==> src/rtl/ahb_lite_pkg.sv <==
// -----------------------------------------------------------------------------
// ahb_lite_pkg
// Shared AHB-Lite encodings and the boot-loader state type.
//   HTRANS_*    : AHB transfer type encodings
//   HSIZE_WORD  : 32-bit transfer size
//   RSP_*       : single-bit HRESP values
//   loader_state_t : ahb_bram_loader FSM states
// -----------------------------------------------------------------------------
package ahb_lite_pkg;

    localparam logic [1:0] HTRANS_IDLE   = 2'b00;
    localparam logic [1:0] HTRANS_BUSY   = 2'b01;
    localparam logic [1:0] HTRANS_NONSEQ = 2'b10;
    localparam logic [1:0] HTRANS_SEQ    = 2'b11;

    localparam logic [1:0] HSIZE_WORD    = 2'b10;

    localparam logic       RSP_OKAY      = 1'b0;
    localparam logic       RSP_ERROR     = 1'b1;

    typedef enum logic [2:0] {
        LD_IDLE = 3'd0,
        LD_FILL = 3'd1,
        LD_ADDR = 3'd2,
        LD_DATA = 3'd3,
        LD_DONE = 3'd4,
        LD_ERR  = 3'd5
    } loader_state_t;

endpackage

==> src/rtl/bram_loader_byte_pack.sv <==
// -----------------------------------------------------------------------------
// bram_loader_byte_pack
// Four-byte little-endian word assembler. The first accepted byte lands in
// [7:0], the fourth in [31:24]. Once four bytes are held, further accepts are
// ignored until i_clear.
//   i_clk, i_rst   : clock, asynchronous active-high reset
//   i_accept       : a byte is transferred this cycle
//   i_byte         : byte value
//   i_clear        : empty the assembler (takes priority over i_accept)
//   o_word         : assembled word (lanes above o_byte_cnt are stale)
//   o_full         : four bytes held
//   o_byte_cnt     : number of bytes held, 0..4
// -----------------------------------------------------------------------------
module bram_loader_byte_pack (
    input  logic        i_clk,
    input  logic        i_rst,
    input  logic        i_accept,
    input  logic [7:0]  i_byte,
    input  logic        i_clear,
    output logic [31:0] o_word,
    output logic        o_full,
    output logic [2:0]  o_byte_cnt
);

    logic [2:0]  r_cnt;
    logic [31:0] r_word;
    logic        w_take;

    assign w_take = i_accept && !r_cnt[2] && !i_clear;

    always_ff @(posedge i_clk or posedge i_rst) begin
        if (i_rst) begin
            r_cnt <= 3'd0;
        end else if (i_clear) begin
            r_cnt <= 3'd0;
        end else if (w_take) begin
            r_cnt <= r_cnt + 3'd1;
        end
    end

    // Lanes need no reset: a word is only consumed once all four are written.
    always_ff @(posedge i_clk) begin
        if (w_take) begin
            r_word[8*r_cnt[1:0] +: 8] <= i_byte;
        end
    end

    assign o_word     = r_word;
    assign o_full     = r_cnt[2];
    assign o_byte_cnt = r_cnt;

endmodule

==> src/rtl/ahb_bram_loader.sv <==
// -----------------------------------------------------------------------------
// ahb_bram_loader
// AHB-Lite write-only master that fills a 32-bit block RAM from a byte stream.
// Bytes are packed little-endian and written as single NONSEQ word transfers
// to consecutive addresses starting at BASE_ADDR (wrapping modulo the RAM).
//   HCLK, HRESET          : bus clock, asynchronous active-high reset
//   start, num_words      : begin a load of num_words words (0 = done at once)
//   s_valid/s_data/s_ready: byte stream handshake
//   HSELBRAM, HADDR, HTRANS, HSIZE, HWRITE, HWDATA : AHB master outputs
//   HREADY, HRESP         : AHB slave response
//   busy, done, error     : load status
// -----------------------------------------------------------------------------
module ahb_bram_loader
    import ahb_lite_pkg::*;
#(
    parameter int                       ADDRESSWIDTH = 14,
    parameter logic [ADDRESSWIDTH-1:0]  BASE_ADDR    = '0
) (
    input  logic                    HCLK,
    input  logic                    HRESET,
    input  logic                    start,
    input  logic [ADDRESSWIDTH-2:0] num_words,
    input  logic                    s_valid,
    input  logic [7:0]              s_data,
    output logic                    s_ready,
    output logic                    HSELBRAM,
    output logic [ADDRESSWIDTH-1:0] HADDR,
    output logic [1:0]              HTRANS,
    output logic [1:0]              HSIZE,
    output logic                    HWRITE,
    output logic [31:0]             HWDATA,
    input  logic                    HREADY,
    input  logic                    HRESP,
    output logic                    busy,
    output logic                    done,
    output logic                    error
);

    localparam logic [ADDRESSWIDTH-2:0] CNT_ONE     = 1;
    localparam logic [ADDRESSWIDTH-1:0] WORD_STRIDE = 4;

    loader_state_t             r_state;
    loader_state_t             w_state_nxt;
    logic [ADDRESSWIDTH-2:0]   r_num_words;
    logic [ADDRESSWIDTH-2:0]   r_word_cnt;
    logic [ADDRESSWIDTH-1:0]   r_haddr;
    logic [31:0]               r_hwdata;

    logic                      w_start_ld;
    logic                      w_clear;
    logic                      w_ld_hwdata;
    logic                      w_word_done;
    logic                      w_ready;
    logic                      w_accept;
    logic                      w_last;
    logic                      w_full_nxt;
    logic [31:0]               w_word;
    logic                      w_full;
    logic [2:0]                w_byte_cnt;

    bram_loader_byte_pack u_pack (
        .i_clk      (HCLK),
        .i_rst      (HRESET),
        .i_accept   (w_accept),
        .i_byte     (s_data),
        .i_clear    (w_clear),
        .o_word     (w_word),
        .o_full     (w_full),
        .o_byte_cnt (w_byte_cnt)
    );

    // The word in flight is the final one; no bytes are taken for a word that
    // will never be written, so the next image's first byte stays at the source.
    assign w_last = (r_word_cnt + CNT_ONE) == r_num_words;

    // s_ready depends only on registered state, never on s_valid or the bus.
    assign w_ready    = !w_full && ((r_state == LD_FILL) ||
                                    ((r_state == LD_DATA) && !w_last));
    assign s_ready    = w_ready;
    assign w_accept   = s_valid && w_ready;
    // Four bytes held after this edge: lets DATA/FILL go straight to ADDR
    // when the fourth byte arrives in the same cycle as the decision.
    assign w_full_nxt = w_full || (w_accept && (w_byte_cnt == 3'd3));

    always_ff @(posedge HCLK or posedge HRESET) begin
        if (HRESET) begin
            r_state <= LD_IDLE;
        end else begin
            r_state <= w_state_nxt;
        end
    end

    always_comb begin
        w_state_nxt = r_state;
        w_start_ld  = 1'b0;
        w_clear     = 1'b0;
        w_ld_hwdata = 1'b0;
        w_word_done = 1'b0;
        HTRANS      = HTRANS_IDLE;
        HSELBRAM    = 1'b0;
        HWRITE      = 1'b0;
        busy        = 1'b0;
        done        = 1'b0;
        error       = 1'b0;
        case (r_state)
            LD_IDLE, LD_DONE, LD_ERR: begin
                done  = (r_state == LD_DONE);
                error = (r_state == LD_ERR);
                if (start) begin
                    w_start_ld  = 1'b1;
                    w_clear     = 1'b1;
                    w_state_nxt = (num_words == '0) ? LD_DONE : LD_FILL;
                end
            end
            LD_FILL: begin
                busy = 1'b1;
                if (w_full_nxt) begin
                    w_state_nxt = LD_ADDR;
                end
            end
            LD_ADDR: begin
                busy     = 1'b1;
                HTRANS   = HTRANS_NONSEQ;
                HSELBRAM = 1'b1;
                HWRITE   = 1'b1;
                if (HREADY) begin
                    w_ld_hwdata = 1'b1;
                    w_clear     = 1'b1;
                    w_state_nxt = LD_DATA;
                end
            end
            LD_DATA: begin
                busy = 1'b1;
                if (HRESP == RSP_ERROR) begin
                    w_state_nxt = LD_ERR;
                end else if (HREADY) begin
                    w_word_done = 1'b1;
                    if (w_last) begin
                        w_state_nxt = LD_DONE;
                    end else if (w_full_nxt) begin
                        w_state_nxt = LD_ADDR;
                    end else begin
                        w_state_nxt = LD_FILL;
                    end
                end
            end
            default: begin
                w_state_nxt = LD_IDLE;
            end
        endcase
    end

    // HADDR is kept as a running byte address so it wraps naturally.
    always_ff @(posedge HCLK or posedge HRESET) begin
        if (HRESET) begin
            r_num_words <= '0;
            r_word_cnt  <= '0;
            r_haddr     <= BASE_ADDR;
            r_hwdata    <= 32'd0;
        end else begin
            if (w_start_ld) begin
                r_num_words <= num_words;
                r_word_cnt  <= '0;
                r_haddr     <= BASE_ADDR;
            end
            if (w_word_done) begin
                r_word_cnt <= r_word_cnt + CNT_ONE;
                r_haddr    <= r_haddr + WORD_STRIDE;
            end
            if (w_ld_hwdata) begin
                r_hwdata <= w_word;
            end
        end
    end

    assign HADDR  = r_haddr;
    assign HSIZE  = HSIZE_WORD;
    assign HWDATA = r_hwdata;

endmodule

==> config.mk <==
export PLATFORM = sky130hd
export DESIGN_NAME = ahb_bram_loader
export DESIGN_NICKNAME = d
export VERILOG_FILES = /design/src/rtl/ahb_lite_pkg.sv /design/src/rtl/bram_loader_byte_pack.sv /design/src/rtl/ahb_bram_loader.sv
export SDC_FILE = /design/constraint.sdc
export NUM_CORES = 1
export LEC_CHECK = 0
export ABC_CLOCK_PERIOD_IN_PS = 3200
export CAP_MARGIN = 20
export CORE_MARGIN = 2
export CORE_UTILIZATION = 30
export CTS_BUF_LIST = sky130_fd_sc_hd__clkbuf_2 sky130_fd_sc_hd__clkbuf_4 sky130_fd_sc_hd__clkbuf_8
export CTS_CLUSTER_SIZE = 14
export DETAILED_ROUTE_END_ITERATION = 10
export PLACE_DENSITY = 0.56
export SLEW_MARGIN = 0
export SYNTH_ARGS = -nofsm -noshare
export SYNTH_HDL_FRONTEND = slang
export SYNTH_SLANG_ARGS = --single-unit
==> constraint.sdc <==
create_clock -name HCLK -period 3.2 [get_ports HCLK]
set_clock_uncertainty 0.15 [all_clocks]
set_input_delay 0.64 -clock HCLK [delete_from_list [all_inputs] [get_ports HCLK]]
set_output_delay 0.64 -clock HCLK [all_outputs]
set_load 0.05 [all_outputs]
==> results of run 1 <==
[per-stage QoR]
stage | instances | setup slack (ns)
floorplan | 553 | 0.07532
detailed placement | 838 | 0.1216
CTS | 864 | 0.005175
finish | 866 | 0.03131
global route | 866 | -0.06394
global placement | 838 | 0.2468
[power breakdown]
part           switching [mW]  internal [mW]
combinational            1.78          0.958
sequential              0.287           1.83
clock                   0.503          0.309
[sequential cells by signal, summed over array words and instances, names as in the netlist]
name	count
HADDR	12
HWDATA	32
r_num_words	13
r_state	3
r_word_cnt	13
u_pack.o_byte_cnt	3
u_pack.o_word	32
[final timing paths]
| kind | endpoint | slack (ns) | cells after the start |
|---|---|---|---|
| worst max-delay path | s_ready | 0.03 | 9 |
| worst min-delay path | HWDATA[13] | 0.30 | 2 |
| worst max register to register | u_pack.o_word[9] | 0.45 | 9 |
| worst min register to register | HWDATA[13] | 0.30 | 2 |
| max in group asynchronous | r_state[0] | 1.95 | 3 |
| min in group asynchronous | u_pack.o_byte_cnt[2] | 0.40 | 2 |
[worst min-delay path, delay by kind of cell (launching register included)]
family,cells,cell delay [ns]
AND/OR/NAND/NOR,2,0.08
flip-flops,1,0.34
[cell families after synthesis]
group | Yosys count
AOI/OAI and AO/OA | 74
xor gates and xnor gates | 18
muxes | 5
and+or+nand+nor | 290
buffers and inverters | 44
other | 2
adders and majority gates | 9
DFF | 108
[placed cells by master, fill, tap and decap left out, types with 3 or more instances in the layout]
master | synthesis | routed
o31ai_1 | 6 | 5
nand4_1 | 7 | 7
inv_1 | 11 | 10
a21oi_1 | 6 | 5
clkdlybuf4s50_1 | 0 | 73
nor3_1 | 13 | 13
buf_4 | 7 | 29
nand2_1 | 164 | 164
clkinv_4 | 0 | 4
xor2_1 | 12 | 12
o211ai_1 | 4 | 4
mux2i_1 | 4 | 4
dfrtp_2 | 0 | 6
nor2_1 | 42 | 42
conb_1 | 2 | 5
ha_1 | 9 | 8
dfrtp_1 | 76 | 70
nand3_1 | 12 | 12
o21ai_0 | 35 | 35
clkbuf_8 | 0 | 9
nand2b_1 | 12 | 12
xnor2_1 | 4 | 4
edfxtp_1 | 32 | 32
nor3b_1 | 6 | 5
and2_1 | 16 | 16
a31oi_1 | 4 | 4
or3_1 | 4 | 3
and3_1 | 6 | 4
[layer usage]
metal / up-vias / track usage / share of wire
met1: 1995 / 0.1941 / 0.47
li1: 2017 / - / -
met2: 103 / 0.2160 / 0.46
met4: 0 / 0.06308 / 0.028
met5: - / 0 / 0
met3: 28 / 0.02796 / 0.049
[cell type report]
cell class / instances / area [um2] / share of cell area
clock buffers: 10 / 131.4 / 0.01979
well taps: 225 / 281.5 / 0.04240
flip-flops and latches: 108 / 2870 / 0.4323
inverters: 11 / 41.29 / 0.006219
repair buffers: 105 / 999.7 / 0.1506
clock inverters: 6 / 57.56 / 0.008669
multi-input cells: 401 / 2257 / 0.3400
[repair_timing]
item                                    4_1_cts  5_1_grt
endpoints found under the setup margin        1        1
buffers inserted                             10        2
gates resized for setup                      19        1
pin swaps                                     6        4
==> flow_summary.toml, run 1 <==
[logic_synthesis]
ys_seq_area_frac = 0.5484
synth_top_family_by_area = "simple AND/OR/NAND/NOR gates"
synthXorXnorAreaFrac = 0.03595
synth_warnings = 0
avgSynthCellArea_um2 = 9.491
syn_inst = 550
muxShareOfSynthArea = 0.01055
yosysMostFrequentCell = "nand2_1"
async_flop_share = 0.7037
synth.distinct_cells = 50
yosys_register_bits = 108
yosys.area_share.adder = 0.02157
synth_top_area_frac = 0.3643
ys_top_cells_by_count = "164 x nand2_1, 76 x dfrtp_1, 42 x nor2_1, 35 x o21ai_0, 32 x edfxtp_1"
syn-cell-area_um2 = 5220
synth_compound_area_frac = 0.09132
synth-edff-count = 32
ys_dominant_reg_cell = "dfrtp_1"
synthTopCellsByArea = "dfrtp_1 36%, edfxtp_1 18%, nand2_1 12%"
synth_area_leader_cell = "dfrtp_1"
synth-simple-area-share = 0.2517

[placement]
dp_hpwl_um = 8989
numPortBuffers = 77
gp_congestion = 0.9335
place_area_um2 = 6269

[routing]
routed_via_density = 4.784
drtIter0Drc = 310
dr.pass1.iters = 6
wl_um = 12600
wire_per_inst_um = 14.55
drc = 0
drtAntennaViolNets = 0
vias = 4143

[sta]
fin_crit_sh = 0.9902
fmax_mhz = 315.6
setup_viol = 0
finalHoldViolCount = 0
max_slew.worst_pin.slew_ns = 1.009
holdWs_ns = 0.2983
rsz0062_at_grt = "yes"
finalSetupTns_ns = 0
min_period_ns = 3.169
relSlewSlack = 0.3247
finalMaxSlewViolations = 0

[critical_path]
worstPathRequired_ns = 2.41
crit_buf_inv = 3
crit_fanout = 6
r2r-start = "r_word_cnt[0]"
worstSetupEndpointType = "primary output"
critPathLaunch = "r_word_cnt[0]"
cpLargestDelayFamily = "simple AND/OR/NAND/NOR gates"
crit_type = "flop to primary output"
crit_chain = "buf_6 -> buf_4 -> nand2_1 -> nor3b_1 -> o211ai_1 -> nor4_4 -> and3_4 -> a211oi_4 -> buf_12"
critPathArrivalTime_ns = 2.38
start_kind = "flop"
max_stage_delay_ns = 0.43
crit_slowest_cell = "dfrtp_1"

[floorplanning]
io_pins = 83
die_y_um = 135.9
die_w_um = 135.9
initial_core_util = 0.3039
dieArea_um2 = 18470
rows = 48
coreArea_um2 = 17180

[cells_and_area]
syn2layout_area_growth_pct = 27.18
final_nets = 672
layout-drive-gt1-share = 0.1139
utilization = 0.3865
final_area_um2 = 6639
num_antenna_cells = 0
fillCellCount = 1737

[cts]
clock_latency_ns = 0.39
postCtsHoldBufs = 0
clockRootBuffer = "clkbuf_8"
clk_pin_slew_ns = 0.11
cts_sinks = 108
htreeDepth = 3
cts_buffer_depth = 2
cts_made_buffers = 9
cts_tree = "built"

[global_routing]
grt_pass1_vias = 4116
overflow = 0
grt_start_max_net_pins = 36
grt_first_pass_wirelength_um = 20490
grt_use_total = 0.1413
antenna_found_initial = 0

[power_and_ir_drop]
leakagePower_nw = 2.855
vdd_drop_max_v = 0.0004195
powerDensity_nw_per_um2 = 854.0
total_power_mw = 5.670

[job]
drv_cap = 0

[status]
status = "completed"

[worst_hold_path]
min-delay-path-class = "flop to flop"
min-delay-start = "u_pack.o_word[13]"
(Power assumes the default switching activity.)
==> run 2: changes to the inputs <==
Settings changed: DONT_BUFFER_PORTS set to 1, PLACE_DENSITY 0.56 to 0.42.
==> run 2 against run 1 <==
Net effect:
- the run now ends with negative setup slack left
- global-route usage shrank 0.058 points
- sequential power grew 33%
- largest power group is now sequential cells
- largest cell class unchanged
- clock power shrank 2%
- sequential share of layout area grew 5.7 points
- highest routed layer unchanged
- register-to-register slack lost 0.02 ns
- design area shrank 12%
- non-clock buffer count shrank 79
- combinational power shrank 41%
==> flow_summary.toml, run 2 (same netlist as run 1, synthesis figures left out) <==
[status]
status = "finished with violations"
violations = "negative setup slack"

[sta]
max_slew.worst_pin.slew_ns = 1.026
min_period_ns = 3.237
finalMaxSlewViolations = 0
fmax_mhz = 308.9
fin_crit_sh = 1.012
finalSetupTns_ns = -0.03745
rsz0062_at_grt = "yes"
finalWorstSetupSlack_ns = -0.03745
relSlewSlack = 0.3134
setup_viol = 1
finalHoldViolCount = 0

[floorplanning]
die_w_um = 135.9
coreArea_um2 = 17180
rows = 48
io_pins = 83
die_y_um = 135.9
dieArea_um2 = 18470
initial_core_util = 0.3039

[routing]
vias = 3824
dr.pass1.iters = 5
routed_via_density = 4.859
drc = 0
drtIter0Drc = 407
wl_um = 12680
wire_per_inst_um = 16.11
drtAntennaViolNets = 0

[cells_and_area]
final_nets = 593
final_cell_mix = "164 x nand2_1, 71 x dfrtp_1, 42 x nor2_1, 35 x o21ai_0, 32 x edfxtp_1"
syn2layout_area_growth_pct = 12.22
final_common_cell = "nand2_1"
layout-drive-gt1-share = 0.1210
utilization = 0.3411
num_antenna_cells = 0

[cts]
cts_made_buffers = 9
cts_tree = "built"
clockRootBuffer = "clkbuf_8"
postCtsHoldBufs = 0
cts_buffer_depth = 2
htreeDepth = 3
clk_pin_slew_ns = 0.11
cts_sinks = 108
clock_latency_ns = 0.38

[global_routing]
antenna_found_initial = 0
grt_pass1_vias = 3675
overflow = 0
grt_first_pass_wirelength_um = 19840
grt_use_total = 0.1407
grt_start_max_net_pins = 39

[power_and_ir_drop]
vdd_drop_max_v = 0.0003252
leakagePower_nw = 2.548
powerDensity_nw_per_um2 = 895.2
total_power_mw = 5.244

[critical_path]
worstPathRequired_ns = 2.41
r2r-start = "r_word_cnt[0]"
crit_type = "flop to primary output"
reg2reg_depth = 9
worstSetupEndpointType = "primary output"
crit_fanout = 9
start_kind = "flop"
critPathLaunch = "r_word_cnt[0]"
critPathArrivalTime_ns = 2.45

[job]
drv_cap = 0

[worst_hold_path]
min-delay-path-class = "input pin to async pin"

[placement]
gp_congestion = 0.8405
numPortBuffers = 0
dp_hpwl_um = 8969
## run 2: changes by cell type in the layout (fill, tap and decap cells not counted), moves of 2 or more
| cell | before | now |
|---|---|---|
| buf_4 | 29 | 22 |
| buf_6 | 1 | 3 |
| clkdlybuf4s50_1 | 73 | 0 |
| clkinv_2 | 0 | 3 |
| clkinv_4 | 4 | 1 |
| nor3_1 | 13 | 11 |
| nor3_2 | 1 | 3 |
## run 2: repair_timing
action	in CTS	in global routing
gates resized for setup	19	2
endpoints found under the setup margin	1	1
pin swaps	6	1
setup buffers	7	0
gates cloned	0	0
## run 2: final timing paths
check	to	slack (ns)
max in group asynchronous	HWDATA[23]	2.02
setup reg to reg	u_pack.o_word[17]	0.43
setup / recovery	s_ready	-0.04
min in group HCLK	r_num_words[5]	0.20
hold reg to reg	HWDATA[14]	0.30
hold / removal	r_word_cnt[9]	0.08
## run 2: area by class of cell
class	instances	area [um2]
Inverter	11	42.54
Sequential cell	108	2869
Clock inverter	7	50.05
Fill cell	1778	11320
Multi-Input combinational cell	401	2272
Clock buffer	9	123.9
Tap cell	225	281.5
Timing Repair Buffer	26	219.0
## run 2: power breakdown
group	switching, mW	leakage, nW	internal, mW
sequential	1.01	1.27	1.82
clock	0.505	0.0889	0.288
combinational	1.02	1.19	0.597
## run 2: worst max-delay path: stages, from the launching register on
cell      delay (ns)
dfrtp_1         0.43
buf_6           0.14
nand3_4         0.12
or3_4           0.38
o31ai_4         0.26
a21oi_2         0.08
and3_4          0.20
a211oi_4        0.28
buf_12          0.18
## run 2: metal layers
metal,vias up,GRT usage,part of all wire
met5,-,0,0
met4,0,0.05961,0.019
met3,22,0.04922,0.082
met2,117,0.2017,0.43
met1,1829,0.1923,0.47
li1,1856,-,-
## run 2: per-stage QoR
| stage | hold slack [ns] | instance area [um2] | worst slack, ns | std cells |
|---|---|---|---|---|
| 2_1_floorplan | 0.2646 | 5244 | 0.07532 | 553 |
| 3_3_place_gp | 0.2785 | 5538 | 0.08837 | 764 |
| 3_5_place_dp | 0.2789 | 5538 | 0.03151 | 764 |
| 4_1_cts | 0.09469 | 5846 | -0.06246 | 787 |
| 5_1_grt | 0.1232 | 5858 | -0.1492 | 787 |
| 6_report | 0.07520 | 5858 | -0.03745 | 787 |
==> run 3: changes to the inputs <==
Settings changed: ABC_CLOCK_PERIOD_IN_PS 3200 to 3700, CORE_MARGIN 2 to not set, GPL_ROUTABILITY_DRIVEN set to 0.
Clock period 3.2 ns to 3.7 ns, I/O delays scaled along.
==> run 3 against run 2 <==
Net effect:
- the flow now finishes without violations
- via count shrank 0.97%
- non-clock buffer count decreased by 9
- sequential cell count stayed put
- highest routed layer unchanged
- critical endpoint unchanged
- register-to-register slack better by 0.43 ns
==> flow_summary.toml, run 3 (same netlist as run 1, synthesis figures left out) <==
[critical_path]
critPathArrivalTime_ns = 2.64
critPathLaunch = "r_word_cnt[0]"
start_kind = "flop"
r2r-start = "r_word_cnt[1]"
worstPathRequired_ns = 2.81
worstSetupEndpointType = "primary output"
crit_fanout = 9
crit_type = "flop to primary output"

[power_and_ir_drop]
total_power_mw = 4.551
combPwrFrac = 0.279
p_sw_mw = 2.188
powerDensity_nw_per_um2 = 792.2
swShare = 0.4807
clockPowerShare = 0.174
p_seq_frac = 0.547
vdd_drop_max_v = 0.0003742
leakagePower_nw = 2.505
p_int_mw = 2.364

[cells_and_area]
final_cell_mix = "164 x nand2_1, 71 x dfrtp_1, 42 x nor2_1, 35 x o21ai_0, 32 x edfxtp_1"
utilization = 0.3428
final_common_cell = "nand2_1"
final_nets = 584
syn2layout_area_growth_pct = 10.07
layout-drive-gt1-share = 0.09946
num_antenna_cells = 0

[floorplanning]
die_w_um = 133.9
coreArea_um2 = 16760
rows = 47
io_pins = 83
initial_core_util = 0.3115
dieArea_um2 = 17930
die_y_um = 133.9

[routing]
drc = 0
drtAntennaViolNets = 0
routed_via_density = 4.899
vias = 3787
wire_per_inst_um = 16.06
wl_um = 12420
drtIter0Drc = 180
dr.pass1.iters = 4

[placement]
numPortBuffers = 0
post-place-ws_ns = 0.3961
dp_hpwl_um = 8847

[cts]
clock_latency_ns = 0.39
cts_sinks = 108
clk_pin_slew_ns = 0.12
htreeDepth = 3
cts_tree = "built"
clockRootBuffer = "clkbuf_8"
cts_made_buffers = 9
cts_buffer_depth = 2

[sta]
fin_crit_sh = 0.9551
finalMaxSlewViolations = 0
finalSetupTns_ns = 0
min_period_ns = 3.534
fmax_mhz = 283.0
setup_viol = 0
max_slew.worst_pin.slew_ns = 1.009
finalHoldViolCount = 0
finalWorstSetupSlack_ns = 0.1663
relSlewSlack = 0.3248

[worst_hold_path]
min-delay-path-class = "input pin to async pin"

[global_routing]
grt_first_pass_wirelength_um = 20400
overflow = 0
grt_use_total = 0.1479
grt_start_max_net_pins = 49
antenna_found_initial = 0
grt_pass1_vias = 3783

[status]
status = "completed"

[job]
drv_cap = 0
## run 3: path summary, 6_finish.rpt
kind                                     endpoint  slack (ns)  depth (start not counted)
worst max-delay path                      s_ready        0.17                          8
worst min-delay path                    HWDATA[9]        0.22                          1
worst max register to register  u_pack.o_word[15]        0.86                          7
worst min register to register          HWDATA[2]        0.29                          2
max in group asynchronous              HWDATA[23]        2.41                          2
min in group HCLK                       HWDATA[2]        0.29                          2
## run 3: timing repair
item                       in CTS  in global routing
hold endpoints to repair        0                  0
buffers inserted                0                  5
setup endpoints to repair       1                  1
pin swaps                       1                  2
hold buffers                    0                  0
resized for setup               1                 10
## run 3: final cells by class
class	instances	area, um2
Fill cell	1723	11010
Tap cell	220	275.3
Multi-Input combinational cell	401	2208
Inverter	11	42.54
Sequential cell	108	2869
Clock inverter	7	91.34
Clock buffer	9	123.9
Timing Repair Buffer	17	135.1
## run 3: metal layers
layer / vias up / global-route usage / share of wire
met1: 1854 / 0.2051 / 0.48
li1: 1839 / - / -
met2: 87 / 0.2168 / 0.45
met3: 7 / 0.04762 / 0.058
met4: 0 / 0.04798 / 0.010
met5: - / 0 / 0
## run 3: power groups by stage
stage | Sequential, mW | Combinational [mW] | Clock, mW
finish | 2.49 | 1.27 | 0.791
global route | 2.54 | 1.46 | 0.868
CTS | 2.50 | 1.26 | 0.821
detailed placement | 2.52 | 1.25 | 0
global placement | 2.52 | 1.23 | 0
floorplan | 2.37 | 1.05 | 0
## run 3: per-stage QoR
step	hold WS [ns]	cells	area [um2]
5_1_grt	0.2721	773	5746
6_report	0.2234	773	5746
2_1_floorplan	0.2646	553	5236
3_5_place_dp	0.2839	752	5459
4_1_cts	0.2515	768	5675
3_3_place_gp	0.2834	752	5459
## run 3: critical path, cell delays in order (launching register included)
cell      delay (ns)
dfrtp_2         0.46
ha_2            0.24
nand3_4         0.15
nor2_1          0.10
o311ai_1        0.45
nor4_4          0.12
and3_1          0.24
a211oi_2        0.30
buf_6           0.20
